## src/rtl/mx_block_packer.sv

```systemverilog
// ---------------------------------------------------------------------------
// mx_block_packer
//   Collects a stream of 8-bit MXFP8 elements plus one shared E8M0 scale per
//   block and packs them into a 264-bit MX block {scale, elem[31..0]}.
//   There is one assembly register and one output register. A new block can
//   therefore be filled while the previous block waits for the downstream
//   consumer.
//
// Optional feature (macro MX_PACK_FLUSH_EN):
//   Adds the flush input and the out_count output. A flush completes a
//   partial block early. Unfilled slots read as +0.0.
//
// Ports:
//   clk        in   rising-edge clock
//   rst_n      in   asynchronous active-low reset
//   dtype_in   in   element format code, sampled with element 0
//   in_valid   in   element valid
//   in_ready   out  element can be accepted this cycle
//   in_elem    in   element payload (D bits)
//   in_scale   in   shared scale, sampled with element 0
//   out_valid  out  out_block holds a complete block
//   out_ready  in   downstream accepts the block
//   out_block  out  packed block (SIZE bits)
//   out_dtype  out  dtype of out_block
//   flush      in   (MX_PACK_FLUSH_EN) single-cycle early-completion request
//   out_count  out  (MX_PACK_FLUSH_EN) number of real elements in out_block
// ---------------------------------------------------------------------------
module mx_block_packer #(
    parameter int D    = 8,
    parameter int K    = 32,
    parameter int W    = 8,
    parameter int SIZE = K*D+W
) (
    input  logic            clk,
    input  logic            rst_n,
    input  logic [2:0]      dtype_in,
    input  logic            in_valid,
    output logic            in_ready,
    input  logic [D-1:0]    in_elem,
    input  logic [W-1:0]    in_scale,
    output logic            out_valid,
    input  logic            out_ready,
    output logic [SIZE-1:0] out_block,
    output logic [2:0]      out_dtype
`ifdef MX_PACK_FLUSH_EN
    ,
    input  logic            flush,
    output logic [5:0]      out_count
`endif
);

    localparam logic [5:0] LAST_IDX = 6'(K-1);

    typedef enum logic [0:0] {
        ST_FILL = 1'b0,
        ST_HOLD = 1'b1
    } state_t;

    state_t             state_r;
    logic [5:0]         count_r;
    logic [K*D-1:0]     slots_r;
    logic [W-1:0]       scale_r;
    logic [2:0]         dtype_r;

    logic               out_valid_r;
    logic [SIZE-1:0]    out_block_r;
    logic [2:0]         out_dtype_r;
`ifdef MX_PACK_FLUSH_EN
    logic [5:0]         out_count_r;
`endif

    logic               accept_s;
    logic               out_free_s;
    logic               flush_s;
    logic               complete_s;
    logic               load_s;
    logic [K*D-1:0]     slots_nxt_s;
    logic [W-1:0]       scale_nxt_s;
    logic [2:0]         dtype_nxt_s;
    logic [5:0]         fill_nxt_s;

    assign in_ready  = (state_r == ST_FILL);
    assign out_valid = out_valid_r;
    assign out_block = out_block_r;
    assign out_dtype = out_dtype_r;
`ifdef MX_PACK_FLUSH_EN
    assign out_count = out_count_r;
`endif

    // Next-state view of the assembly register and the load/complete decisions.
    // In HOLD no element is accepted. The "next" values then equal the held
    // block, so both load paths share the same source.
    always_comb begin
        accept_s    = in_valid && (state_r == ST_FILL);
        out_free_s  = !out_valid_r || out_ready;

        slots_nxt_s = slots_r;
        for (int i = 0; i < K; i++) begin
            if (accept_s && (count_r == 6'(i))) begin
                slots_nxt_s[i*D +: D] = in_elem;
            end else begin
                slots_nxt_s[i*D +: D] = slots_r[i*D +: D];
            end
        end

        if (accept_s && (count_r == 6'd0)) begin
            scale_nxt_s = in_scale;
            dtype_nxt_s = dtype_in;
        end else begin
            scale_nxt_s = scale_r;
            dtype_nxt_s = dtype_r;
        end

        fill_nxt_s = count_r + {5'd0, accept_s};

`ifdef MX_PACK_FLUSH_EN
        // A flush is honoured only when it would produce at least one element.
        flush_s = flush && (state_r == ST_FILL) && ((count_r != 6'd0) || accept_s);
`else
        flush_s = 1'b0;
`endif

        complete_s = (accept_s && (count_r == LAST_IDX)) || flush_s;
        load_s     = out_free_s && (complete_s || (state_r == ST_HOLD));
    end

    // Assembly register and fill state machine.
    // Slots are cleared on every hand-off. Slots past the fill count are
    // therefore always zero, and a flushed block needs no masking.
    always_ff @(posedge clk or negedge rst_n) begin
        if (!rst_n) begin
            state_r <= ST_FILL;
            count_r <= 6'd0;
            slots_r <= '0;
            scale_r <= '0;
            dtype_r <= 3'd0;
        end else begin
            scale_r <= scale_nxt_s;
            dtype_r <= dtype_nxt_s;
            if (load_s) begin
                state_r <= ST_FILL;
                count_r <= 6'd0;
                slots_r <= '0;
            end else if (complete_s) begin
                state_r <= ST_HOLD;
                count_r <= fill_nxt_s;
                slots_r <= slots_nxt_s;
            end else begin
                state_r <= state_r;
                count_r <= fill_nxt_s;
                slots_r <= slots_nxt_s;
            end
        end
    end

    // Output register. A load on the same edge as an output transfer replaces
    // the departing block, so out_valid stays high with no gap.
    always_ff @(posedge clk or negedge rst_n) begin
        if (!rst_n) begin
            out_valid_r <= 1'b0;
            out_block_r <= '0;
            out_dtype_r <= 3'd0;
`ifdef MX_PACK_FLUSH_EN
            out_count_r <= 6'd0;
`endif
        end else if (load_s) begin
            out_valid_r <= 1'b1;
            out_block_r <= {scale_nxt_s, slots_nxt_s};
            out_dtype_r <= dtype_nxt_s;
`ifdef MX_PACK_FLUSH_EN
            out_count_r <= fill_nxt_s;
`endif
        end else if (out_ready) begin
            out_valid_r <= 1'b0;
        end else begin
            out_valid_r <= out_valid_r;
        end
    end

endmodule

```

## config.mk

```make
export PLATFORM = sky130hd
export DESIGN_NAME = mx_block_packer
export DESIGN_NICKNAME = d
export VERILOG_FILES = /design/src/rtl/mx_block_packer.sv
export SDC_FILE = /design/constraint.sdc
export NUM_CORES = 1
export LEC_CHECK = 0
export CAP_MARGIN = 5
export CORE_MARGIN = 2
export CORE_UTILIZATION = 50
export CTS_CLUSTER_DIAMETER = 80
export DETAILED_ROUTE_END_ITERATION = 7
export GPL_TIMING_DRIVEN = 0
export MAX_ROUTING_LAYER = met4
export PLACE_DENSITY = 0.79
export SETUP_SLACK_MARGIN = 0.1
export SYNTH_ARGS = -nofsm -noshare
export SYNTH_HDL_FRONTEND = slang
export SYNTH_SLANG_ARGS = --single-unit
```

## constraint.sdc

```tcl
create_clock -name clk -period 5.3 [get_ports clk]
set_input_delay 1.59 -clock clk [delete_from_list [all_inputs] [get_ports clk]]
set_output_delay 1.59 -clock clk [all_outputs]
set_load 0.01 [all_outputs]
```

==> flow_summary.json <==
{
  "wire_per_inst_um": 19.8,
  "dp_slack_ps": 844,
  "clockBufferDepth": 3,
  "required_ps": 5770,
  "r2r_end": "slots_r[132]$_DFF_PN0_",
  "ff2ff_setup_slack_ps": 2340,
  "cts-root-buf": "clkbuf_16",
  "critical_path_peak_fanout": 10,
  "drtIter0Drc": 919,
  "start_kind": "primary input",
  "reg2reg_from": "state_r$_DFFE_PN0P_",
  "portBuffers": 291,
  "slew_viol_final": 0,
  "fin_ws_ps": 1420,
  "dieArea_sq_um": 45300,
  "ys_seq_elements": 542,
  "rows": 76,
  "routed_wl_um": 54300,
  "synthCells": 1763,
  "most-common-layout-cells": "dfrtp_1 (542), mux2i_1 (512), clkdlybuf4s50_1 (290), nor2_1 (267), inv_1 (258)",
  "utilization": 0.637,
  "reg2reg_depth": 9,
  "crit_end": "slots_r[132]$_DFF_PN0_",
  "dp_hpwl_um": 36900,
  "fin_setup_tns_ps": 0,
  "cts.repair.resized": 0,
  "fin_nets": 2139,
  "rsz0062_at_grt": "false",
  "ios": 292,
  "syn2layout_area_growth_pct": 26.0,
  "fp.dieW_um": 213,
  "power_density_nw_per_um2": 536,
  "die_height_um": 213,
  "drc": 0,
  "finClkSkew_ps": 23.7,
  "coreArea_sq_um": 43100,
  "place.gp.congestion": 0.827,
  "mostFrequentLayoutCell": "dfrtp_1",
  "seqCellArea_sq_um": 13600,
  "p_leak_nw": 14.1,
  "grt_pass1_vias": 14800,
  "grt_max_degree": 123,
  "yosys_warnings": 0,
  "crit_arrival_ps": 4350,
  "clkLatencyLatePin_ps": 610,
  "grt.overflow.total": 0,
  "relSlewSlack": 0.273,
  "crit_type": "primary input to flop",
  "critPathCaptureType": "flop",
  "grt_usage": 0.253,
  "ctsHoldBuffers": 0,
  "yosysSeqAreaShare": 0.622,
  "worst_pin_slew_ps": 1090,
  "fmax_ghz": 0.258,
  "antenna_found_initial": 1,
  "initial_utilization": 0.506,
  "setup_viol": 0,
  "num_vias": 13900,
  "dpl_cell_area_sq_um": 25600,
  "status": "finished, final reports clean",
  "multi_input_area_sq_um": 6820,
  "dr.pass1.iters": 5,
  "cap_violations": 0,
  "htreeDepth": 2,
  "clkSinkCount": 542,
  "syn_avg_cell_area_sq_um": 12.4,
  "final_antenna_net_count": 0,
  "hold_viol": 0,
  "crit_path_start": "in_valid",
  "post_cts_buffers": 0,
  "drive_gt1_frac": 0.0825,
  "hp-class": "flop to flop",
  "viasPerCell": 5.07,
  "synth.distinct_cells": 32,
  "clk_pin_slew_ps": 60,
  "n_fill_cell": 3257,
  "synth_nets": 1788,
  "cts_made_buffers": 54,
  "peakVddDrop_mv": 0.355,
  "period_share": 0.732,
  "finalCriticalPeriod_ps": 3880,
  "netlist_area_sq_um": 21800,
  "final_area_sq_um": 27500,
  "cts_tree": "yes",
  "grt_pass1_wl_um": 84100
}
## cell families (layout without fill, tap and decap cells)
group,Yosys count,in the layout,synth area share
other,0,1,0
xor gates and xnor gates,3,3,0.00121
and+or+nand+nor,320,320,0.0629
muxes,534,534,0.247
buffers and inverters,358,752,0.0649
adders and majority gates,2,2,0.00115
DFF,542,542,0.622
AOI/OAI and AO/OA,4,4,0.00103
## worst max-delay path: stages
cell	delay, ps
clkdlybuf4s50_1	530
nand4bb_1	110
buf_2	170
nor2_1	130
o21a_1	120
clkbuf_1	210
buf_2	400
clkbuf_1	650
buf_2	350
nor2_1	80
## per-layer routing
| layer | wire length, um | vias up | GRT usage |
|---|---|---|---|
| met4 | 1420 | 0 | 0.0757 |
| met5 | 0 | - | - |
| li1 | - | 6362 | - |
| met2 | 25500 | 376 | 0.395 |
| met1 | 24300 | 7084 | 0.342 |
| met3 | 3000 | 89 | 0.0443 |
## synth_stat cells (all sizes together)
| master | instances | share of area |
|---|---|---|
| nor2b | 4 | 0.0011 |
| nand3 | 11 | 0.0025 |
| inv | 258 | 0.044 |
| mux2 | 22 | 0.011 |
| nand2b | 1 | 0.00029 |
| ha | 2 | 0.0011 |
| nor4b | 3 | 0.0012 |
| and4 | 1 | 0.00040 |
| nand2 | 10 | 0.0017 |
| nand4 | 4 | 0.0011 |
| xor2 | 2 | 0.00080 |
| dfrtp | 542 | 0.62 |
| clkbuf | 44 | 0.0076 |
| o21ai | 2 | 0.00046 |
| nand4bb | 1 | 0.00052 |
| or3 | 1 | 0.00029 |
| o21a | 1 | 0.00034 |
| buf | 56 | 0.013 |
| nand4b | 5 | 0.0020 |
| a21oi | 1 | 0.00023 |
| nor4bb | 2 | 0.00092 |
| or4b | 1 | 0.00046 |
| and2 | 2 | 0.00057 |
| nor4 | 3 | 0.0025 |
| xnor2 | 1 | 0.00040 |
| mux2i | 512 | 0.24 |
| nor2 | 271 | 0.047 |
## per-stage QoR
step / power, mW / hold slack [ps] / instances
after global placement: 10.5 / 474 / 2639
final: 14.7 / 491 / 2743
after CTS: 14.8 / 493 / 2742
after global routing: 15.5 / 515 / 2743
after floorplan: 8.43 / 467 / 1763
after detailed placement: 10.7 / 480 / 2643
## how the worst min path moves through the flow
| stage | startpoint | depth (start not counted) | to |
|---|---|---|---|
| CTS | scale_r[7]$_DFF_PN0_ | 1 | scale_r[7]$_DFF_PN0_ |
| finish | scale_r[7]$_DFF_PN0_ | 1 | scale_r[7]$_DFF_PN0_ |
| global route | scale_r[7]$_DFF_PN0_ | 1 | scale_r[7]$_DFF_PN0_ |
| floorplan | scale_r[5]$_DFF_PN0_ | 1 | scale_r[5]$_DFF_PN0_ |
| detailed placement | scale_r[7]$_DFF_PN0_ | 1 | scale_r[7]$_DFF_PN0_ |
| global placement | dtype_r[2]$_DFF_PN0_ | 1 | dtype_r[2]$_DFF_PN0_ |
## registers in the layout, summed over array words and instances, names as in the netlist
name / count
count_r: 6
dtype_r: 3
out_block: 264
out_dtype: 3
out_valid: 1
scale_r: 8
slots_r: 256
state_r: 1
## final cells by class
| type | count | area share |
|---|---|---|
| timing repair buffer | 295 | 0.110 |
| antenna | 1 | 0.0000911 |
| multi-input combinational | 863 | 0.248 |
| tap | 585 | 0.0267 |
| clock inverter | 27 | 0.0142 |
| buffer | 100 | 0.0162 |
| clock buffer | 72 | 0.0550 |
| inverter | 258 | 0.0353 |
| sequential | 542 | 0.494 |
## report_power, final
part           total (mW)  internal [mW]  switching [mW]
Sequential           6.35           5.63           0.716
Combinational        4.29           2.10            2.19
Clock                4.08           2.44            1.63
Total                14.7           10.2            4.54
No activity file was read; power rests on OpenSTA's default activity.
